## src/rtl/alu_regfile.sv

```systemverilog
// alu_regfile: 4 x 16-bit register file with write-through bypass
// plus a combinational 8-function ALU with signed-overflow flag.
module alu_regfile #(
    parameter int DATA_WIDTH = 16,
    parameter int NUM_REGS   = 4,
    localparam int AW        = $clog2(NUM_REGS)
) (
    input  logic                  Clk,
    input  logic                  Reset_N,
    input  logic                  reg_write,
    input  logic [AW-1:0]         read_addr1,
    input  logic [AW-1:0]         read_addr2,
    input  logic [AW-1:0]         write_addr,
    input  logic [DATA_WIDTH-1:0] write_data,
    output logic [DATA_WIDTH-1:0] read_data1,
    output logic [DATA_WIDTH-1:0] read_data2,
    input  logic [DATA_WIDTH-1:0] alu_a,
    input  logic [DATA_WIDTH-1:0] alu_b,
    input  logic [2:0]            alu_op,
    output logic [DATA_WIDTH-1:0] alu_result,
    output logic                  alu_overflow
);

    typedef enum logic [2:0] {
        OP_ADD = 3'd0,
        OP_SUB = 3'd1,
        OP_AND = 3'd2,
        OP_ORR = 3'd3,
        OP_NOT = 3'd4,
        OP_TCP = 3'd5,
        OP_SHL = 3'd6,
        OP_SHR = 3'd7
    } alu_op_e;

    logic [DATA_WIDTH-1:0] r_regs [NUM_REGS];

    logic                  w_wr_live;
    logic                  w_byp1;
    logic                  w_byp2;
    alu_op_e               w_op;
    logic [DATA_WIDTH-1:0] w_sum;
    logic [DATA_WIDTH-1:0] w_diff;
    logic                  w_sign_a;
    logic                  w_sign_b;

    // A write is only real when not held in reset; this also gates the bypass.
    assign w_wr_live = reg_write & Reset_N;
    assign w_byp1    = w_wr_live & (write_addr == read_addr1);
    assign w_byp2    = w_wr_live & (write_addr == read_addr2);

    // Register file state: synchronous clear has priority over writes.
    always_ff @(posedge Clk) begin
        if (!Reset_N) begin
            for (int i = 0; i < NUM_REGS; i++) begin
                r_regs[i] <= '0;
            end
        end else if (reg_write) begin
            r_regs[write_addr] <= write_data;
        end
    end

    // Read ports with WB->ID write-through bypass.
    always_comb begin
        read_data1 = r_regs[read_addr1];
        read_data2 = r_regs[read_addr2];
        if (w_byp1) begin
            read_data1 = write_data;
        end
        if (w_byp2) begin
            read_data2 = write_data;
        end
    end

    assign w_op     = alu_op_e'(alu_op);
    assign w_sum    = alu_a + alu_b;
    assign w_diff   = alu_a - alu_b;
    assign w_sign_a = alu_a[DATA_WIDTH-1];
    assign w_sign_b = alu_b[DATA_WIDTH-1];

    // ALU function select and signed-overflow detection.
    always_comb begin
        alu_result   = '0;
        alu_overflow = 1'b0;
        unique case (w_op)
            OP_ADD: begin
                alu_result   = w_sum;
                alu_overflow = (w_sign_a == w_sign_b) &&
                               (w_sum[DATA_WIDTH-1] != w_sign_a);
            end
            OP_SUB: begin
                alu_result   = w_diff;
                alu_overflow = (w_sign_a != w_sign_b) &&
                               (w_diff[DATA_WIDTH-1] != w_sign_a);
            end
            OP_AND: alu_result = alu_a & alu_b;
            OP_ORR: alu_result = alu_a | alu_b;
            OP_NOT: alu_result = ~alu_a;
            OP_TCP: alu_result = '0 - alu_a;
            OP_SHL: alu_result = {alu_a[DATA_WIDTH-2:0], 1'b0};
            OP_SHR: alu_result = {w_sign_a, alu_a[DATA_WIDTH-1:1]};
            default: begin
                alu_result   = '0;
                alu_overflow = 1'b0;
            end
        endcase
    end

endmodule

```

## config.mk

```make
export PLATFORM = sky130hd
export DESIGN_NAME = alu_regfile
export DESIGN_NICKNAME = d
export VERILOG_FILES = /design/src/rtl/alu_regfile.sv
export SDC_FILE = /design/constraint.sdc
export NUM_CORES = 1
export LEC_CHECK = 0
export ABC_AREA = 1
export CORE_MARGIN = 5
export CORE_UTILIZATION = 56
export CTS_CLUSTER_SIZE = 14
export DETAILED_ROUTE_END_ITERATION = 6
export PLACE_DENSITY_LB_ADDON = 0.1
export REMOVE_ABC_BUFFERS = 1
export SETUP_SLACK_MARGIN = 0.2
export SLEW_MARGIN = 20
export SYNTH_ARGS = -nofsm -noshare
export SYNTH_HDL_FRONTEND = slang
export SYNTH_SLANG_ARGS = --single-unit
```

## constraint.sdc

```tcl
create_clock -name Clk -period 2.65 [get_ports Clk]
set_input_delay 0.3975 -clock Clk [delete_from_list [all_inputs] [get_ports Clk]]
set_output_delay 0.3975 -clock Clk [all_outputs]
set_load 0.01 [all_outputs]
```

Word level (Yosys, flattened, before mapping) --
Memories as Yosys holds them, arrays and structs flattened. Cells that the tools add are included.
Operators by class: reductions and logical operators 4, mux-type cells 11, equality and inequality tests 13, add/sub/neg operators 3, bitwise gates (word level) 6
Operator list (count):
- $pmux W16 S8 | 1
- $mux W16 | 3
- $add A16 B16 Y16 | 1
- $and A16 B16 Y16 | 1
- $not A16 Y16 | 1
- $or A16 B16 Y16 | 1
- $reduce_or A16 Y1 | 1
- $sub A1 B16 Y16 const A | 1
- $sub A16 B16 Y16 | 1
- $eq A3 B3 Y1 const B | 4
- $eq A3 B2 Y1 const B | 2
- $mux W1 | 5
- $eq A2 B2 Y1 | 2
- $and A1 B1 Y1 | 3
- $eq A3 B1 Y1 const B | 1
- $logic_not A3 Y1 | 1
- $ne A1 B1 Y1 | 3
- $logic_and A1 B1 Y1 | 2
- $mux W2 | 1
- $pmux W1 S2 | 1
- $eq A1 B1 Y1 | 1
Word-level totals: bits of input ports 60, output and inout port bits 49, word-level logic and storage cells 38, memories 1, bits in writable memories 64, register bits 0
Memory list:
- r_regs | depth 4, width 16, read ports 2, clocked after Yosys merged registers in 0, write ports 4, line 35 | logic [DATA_WIDTH-1:0] r_regs [NUM_REGS];

Longest topological paths before layout --
Gate-level depths: netlist of the first run.
word-level depth 5, mapped depth 13, mapped depth without buffers 13

Least setup slack after synthesis of the first run --
Ideal clock, no wire load.
path kind in2reg, from input write_addr[1], to memory r_regs[2][0] (enable), cell stages on the path 4, path slack 457 ps, library setup time 411 ps, arrival time 1782 ps, required time 2239 ps, buffers on the path 0, path through inv_2 nor2_1 inv_2 o21ai_0
RTL lines:
- start, declared | line 13 | input logic [AW-1:0] write_addr,
- end, declared | line 35

Worst setup path in the final report of the first run --
from input alu_a[0], to output alu_result[4]
Between the ends: longest elaborated chain between the ends 2, elaborated cells on any way between the ends 4, those cells by class add/sub (3); mux (1)
RTL lines:
- start, declared | line 17 | input logic [DATA_WIDTH-1:0] alu_a,
- $sub A1 B16 Y16, or another cell as far along | line 98 | OP_TCP: alu_result = '0 - alu_a;
- $pmux W16 S8 * | line 84 | unique case (w_op)
- end, declared | line 20 | output logic [DATA_WIDTH-1:0] alu_result,
Every way passes the cells marked *; elsewhere a longest branch is shown, timed or not.

==> results by group, run 1 <==
Power and ir drop
  • Pleak: 5.05 nW
  • P_int: 2.76 mW
  • Combinational power share: 42.2%
  • Clock Power Share: between 20 and 30%
  • Sequential Power Share: between 20 and 30%
  • Sw Share: 35.2%
  • Peak supply drop: 0.450 mV
  • Psw: 1.50 mW
  • Power Dens Cells: 399 nW/µm²

STA
  • Tightest Pin Transition: 453 ps
  • Total Negative Setup Slacks: 0 ps
  • FMAX: between 0.3 and 0.4 GHz
  • Max transition margin: 69.8%
  • Final period util: between 90% and 100%
  • RSZ-0062 raised after global routing: true
  • Setup Viol. Count Final: 0
  • Min cycle time layout: 2570 ps
  • Fin. Hold Viols: 0
  • Final Max Slew Viols: 0

Logic synthesis
  • Post-synth EDFFs: 64
  • Synthesized cell area: 7010 µm²
  • Top cells by area, synth: edfxtp_1 (27%), nand2_1 (13%), ha_1 (8.6%), inv_1 (8.2%), nor2_1 (8.1%)
  • YS warnings: 0
  • Synth top area share: 27.4%
  • Mapped Cells: roughly 1100
  • Post-synth top flop: edfxtp_1
  • Asr flop ratio synth: 0%
  • Area leader, netlist: edfxtp_1
  • Sequential share of the synthesized area: approximately 27%
  • Synth unique cells: 44
  • #FFs+latches synth: 64
  • Avg Cell Area, Syn: 6.52 µm²
  • Commonest cells in the netlist: nand2_1 (234), inv_1 (154), nor2_1 (151)
  • Most frequent cell after synthesis: nand2_1

Setup path
  • CP max FO: 4
  • Critical Path RT: between 2000 and 2500 ps
  • Setup CP Type: input port to primary output
  • Buf/Inv on CP: 8
  • CP Cell Sequence: buf_6 -> inv_4 -> buf_4 -> buf_4 -> buf_6 -> ha_4 -> buf_4 -> inv_1 -> nor2_1 -> a21oi_2 -> nor3_2 -> a21oi_1 -> nand4_1 -> buf_2
  • Worst Setup End Kind: primary output
  • Critical Path Max Stage Delay: approximately 280 ps
  • Slowest stage cell, crit path: a21oi_2
  • Delay-heaviest family, CP: buffers and inverters
  • Startpoint types: input port
  • CP most frequent cell: buf_4
  • Critical path arrival: 2170 ps

Cells and area
  • Antenna cells: 0
  • Layout area overhead: 52.0%
  • Max reg flops: 64
  • Nets: 1473
  • Largest reg by FF count: r_regs
  • Share of layout cells above drive strength 1: 36.6%
  • Fin util: 87.6%
  • Fillers: 664
  • Top flop regs: r_regs x64

GRT
  • Vias in the first global route: 8495
  • All-layer global routing usage: between 30% and 40%
  • Largest net degree at the start of global routing: 46
  • First-pass GRT wire length: 43100 µm
  • Initial antenna violation count: 0
  • Overflow left after global routing: 0

Routing
  • Top routing layer in use: met4
  • Remaining antenna violation count after routing: 0
  • Met2 wire length: ~14000 µm
  • # DRC: 7
  • First-pass DRT Iterations: 7
  • Met3 routed WL: 3820 µm
  • Total vias in the final route: 9476
  • Post-Route WL: just over 30000 µm
  • Met1 Routed Length: roughly 11000 µm
  • Vias per cell: ~6.2
  • Routed wire per std cell: 19.8 µm
  • Initial drt markers: between 1500 and 2000

Die
  • Core Area: 12200 µm²
  • Initial Utilization: 57.6%
  • IO Count: between 100 and 150
  • Num rows: 40
  • Die area: 14900 µm²
  • Die X-Extent: 122 µm
  • Die Ht: about 120 µm

Place
  • DP HPWL: ~18000 µm
  • GP Congestion: 0.984
  • Port Buffer Count: 108

Min path
  • HP Start: Reset_N
  • Hold EP: r_regs[3][3]
  • Hold Crit Depth: 4
  • Worst hold path type: input port to flop

Run
  • Max cap viols: 0

Clocking
  • Total CTS buffers: 9
  • CTS Buffer Depth: 2
  • TritonCTS Sinks: 64
  • TritonCTS clock tree: done
  • Htree depth: 3
  • CTS clk-pin slew, worst paths: 50 ps
  • Root Driver: clkbuf_16

Outcome
  • Violated checks: DRC
  • Status: finished, violations left
## power by group through the flow
| stage | sequential (mW) | clock, mW | combinational (mW) |
|---|---|---|---|
| 5_1_grt | 1.23 | 1.28 | 1.90 |
| 3_5_place_dp | 1.24 | 0 | 1.51 |
| 6_report | 1.23 | 1.23 | 1.79 |
| 3_3_place_gp | 1.24 | 0 | 1.49 |
| 2_1_floorplan | 1.23 | 0 | 0.694 |
| 4_1_cts | 1.22 | 1.20 | 1.59 |
## cell families after synthesis
group | synth area share [%]
flip-flops | 27.4
adder cells (fa/ha/maj) | 9.14
AND/OR/NAND/NOR | 31.9
buffers and inverters | 12.9
XOR/XNOR | 0.375
AO/OA/AOI/OAI | 18.3
## repair_timing
item                                    in CTS  in global routing
hold buffers                                 0                  0
pin swaps                                   45                 42
resized for setup                          313                183
endpoints found under the setup margin      49                 49
gates cloned                                 2                  0
buffers inserted                            19                 14
## placed cells by master, fill, tap and decap left out, drive strengths merged, types with 27 or more instances in the layout
cell,n
a21oi,65
a31oi,34
buf,248
clkbuf,48
edfxtp,64
ha,48
inv,171
nand2,237
nand3,80
nor2,154
nor3,27
o211ai,36
o21ai,51
## worst max-delay path by stage
| stage | start | endpoint | slack [ps] | cells after the start |
|---|---|---|---|---|
| 6_report | alu_a[0] | alu_result[4] | 80 | 14 |
| 2_1_floorplan | Reset_N | read_data1[0] | 160 | 4 |
| 4_1_cts | read_addr2[1] | read_data2[6] | 150 | 8 |
| 3_5_place_dp | alu_a[6] | alu_overflow | -710 | 12 |
| 3_3_place_gp | alu_a[5] | alu_result[15] | -710 | 12 |
| 5_1_grt | alu_a[0] | alu_result[4] | 70 | 14 |
## through the flow
step	instances	cell area, µm²	worst slack (ps)	hold WS (ps)	power (mW)
floorplan	1025	6770	159	641	1.93
global placement	1485	9480	-709	1200	2.72
detailed placement	1485	9480	-714	1210	2.75
CTS	1521	10400	152	864	4.02
global route	1535	10700	67.5	779	4.40
finish	1535	10700	82.4	730	4.25
## routing by layer
layer | vias up | global-route usage [%]
met4 | 0 | 13.4
met2 | 868 | 61.4
li1 | 4144 | -
met5 | - | 0
met1 | 4249 | 48.6
met3 | 215 | 5.52
## cell type report
cell class / instances / area, µm² / area share [%]
Clock buffer: 10 / 229 / 2.15
Clock inverter: 5 / 72.6 / 0.681
Inverter: 174 / 678 / 6.36
Multi-Input combinational cell: 787 / 5010 / 47.0
Sequential cell: 64 / 1920 / 18.0
Tap cell: 168 / 210 / 1.97
Timing Repair Buffer: 327 / 2540 / 23.8
Note: power is estimated with default switching activity, not from simulation.
==> run 2: changes to the inputs <==
--- a/config.mk
+++ b/config.mk
@@ -8,6 +8,7 @@
 export ABC_AREA = 1
 export CORE_MARGIN = 5
 export CORE_UTILIZATION = 56
+export CTS_BUF_LIST = sky130_fd_sc_hd__clkbuf_16
 export CTS_CLUSTER_SIZE = 14
 export DETAILED_ROUTE_END_ITERATION = 6
 export PLACE_DENSITY_LB_ADDON = 0.1
==> run 2 against run 1 <==
Net effect:
- the run still ends with DRC left
- die area is the same
- cell count is the same
- hold slack gained 5.0 ps
- non-clock buffer count is the same
- design area is the same
- sequential cell count is the same
- setup slack lost 13 ps
==> results by group, run 2 (synthesis gave the netlist of run 1 again) <==
Cells and area
  • Fin util: 87.6%
  • Nets: 1473
  • Fillers: 664
  • Commonest non-fill, non-tap cell in the layout: nand2_1
  • Max reg flops: 64
  • Area of the multi-input gates: 5010 µm²
  • Share of layout cells above drive strength 1: 36.6%
  • Seq. cell area: 1920 µm²
  • Largest reg by FF count: r_regs
  • Commonest cells after routing, fill and taps aside: nand2_1 (202), buf_4 (194), nor2_1 (127)
  • Antenna cells: 0
  • Layout area overhead: 52.0%
  • Top flop regs: r_regs x64

Place
  • DP HPWL: ~18000 µm
  • GP Congestion: just under 1
  • Port Buffer Count: 108
  • Place WS: -714 ps

Power and ir drop
  • Overall power: 4.24 mW
  • Clock Power Share: 28.8%
  • Sequential Power Share: 28.9%
  • Pleak: 5.06 nW
  • Power Dens Cells: 398 nW/µm²
  • Sw Share: a little over a third
  • Peak supply drop: 0.450 mV
  • Psw: 1.49 mW
  • P_int: 2.75 mW
  • Combinational power share: ~42%

STA
  • Final Max Slew Viols: 0
  • RSZ-0062 raised after global routing: true
  • Fin. Hold Viols: 0
  • Max transition margin: 69.1%
  • Setup WS post-layout: 69.1 ps
  • FMAX: 0.387 GHz
  • Min cycle time layout: 2580 ps
  • Tightest Pin Transition: 464 ps
  • Setup Viol. Count Final: 0
  • Final period util: 97.4%

Setup path
  • Critical path arrival: 2180 ps
  • Setup CP Type: input port to primary output
  • CP max FO: 4
  • Critical Path RT: 2250 ps
  • Startpoint types: input port
  • Worst Setup End Kind: primary output
  • Worst Setup SP: alu_a[0]

GRT
  • First-pass GRT wire length: roughly 43000 µm
  • Largest net degree at the start of global routing: between 40 and 50
  • Initial antenna violation count: 0
  • Vias in the first global route: 8495
  • Overflow left after global routing: 0
  • All-layer global routing usage: 36.8%

Min path
  • HP Start: Reset_N
  • Hold Crit Depth: 4
  • Worst hold path type: input port to flop

Routing
  • First-pass DRT Iterations: 7
  • Met1 Routed Length: 10900 µm
  • Remaining antenna violation count after routing: 0
  • # DRC: 8
  • Vias per cell: slightly above 6
  • Met2 wire length: approximately 14000 µm
  • Total vias in the final route: 9492
  • Top routing layer in use: met4
  • Post-Route WL: 30400 µm
  • Met3 routed WL: 3870 µm
  • Initial drt markers: 1639
  • Routed wire per std cell: 19.8 µm

Clocking
  • Root Driver: clkbuf_16
  • TritonCTS clock tree: done
  • TritonCTS Sinks: 64
  • CTS Buffer Depth: 2
  • Post-CTS Hold Buffers: 0
  • CTS clk-pin slew, worst paths: roughly 50 ps
  • Total CTS buffers: 9
  • Htree depth: 3

Run
  • Max cap viols: 0

Die
  • Die X-Extent: 122 µm
  • Die area: 14900 µm²
  • Num rows: 40
  • Core Area: 12200 µm²
  • Initial Utilization: between 50% and 60%
  • IO Count: about 110
  • Die Ht: 122 µm

Outcome
  • Status: finished, violations left
  • Violated checks: DRC
-- run 2: stage by stage --
step	cell area [µm²]	cells	TNS, ps	hold slack [ps]
after detailed placement	9480	1485	-10570	1210
after global placement	9480	1485	-10410	1200
after floorplan	6770	1025	0	641
after CTS	10400	1521	0	864
after global routing	10700	1535	0	779
final	10700	1535	0	735
-- run 2: routing by layer --
layer,track usage [%],vias up
li1,-,4151
met4,13.4,0
met1,48.6,4254
met2,61.4,878
met5,0,-
met3,5.52,209
-- run 2: power by group through the flow --
stage | Sequential (mW) | Clock (mW) | Combinational, mW
floorplan | 1.23 | 0 | 0.694
global placement | 1.24 | 0 | 1.49
detailed placement | 1.24 | 0 | 1.51
CTS | 1.22 | 1.20 | 1.59
global route | 1.23 | 1.27 | 1.90
finish | 1.23 | 1.22 | 1.79
-- run 2: worst max-delay path: stages --
cell and delay (ps):
buf_6 90, inv_4 40, buf_4 120, buf_4 130
buf_6 130, ha_4 170, buf_4 130, inv_1 60
nor2_1 80, a21oi_2 280, nor3_2 100, a21oi_1 140
nand4_1 140, buf_2 170
-- run 2: cell type report --
class | instances | share of cell area (%)
Timing Repair Buffer | 327 | 23.8
Tap cell | 168 | 1.97
Multi-Input combinational cell | 787 | 47.0
Clock buffer | 9 | 2.11
Clock inverter | 6 | 0.716
Sequential cell | 64 | 18.0
Inverter | 174 | 6.36
-- run 2: worst paths after layout --
check / to / slack [ps]
min: r_regs[2][11] / 730
max: alu_result[4] / 70
-- run 2: repair_timing --
| action | 4_1_cts | 5_1_grt |
|---|---|---|
| cloned | 2 | 0 |
| pin swaps | 45 | 42 |
| resized for setup | 313 | 183 |
| endpoints found under the setup margin | 49 | 49 |
| buffers inserted | 19 | 14 |
| hold endpoints to repair | 0 | 0 |
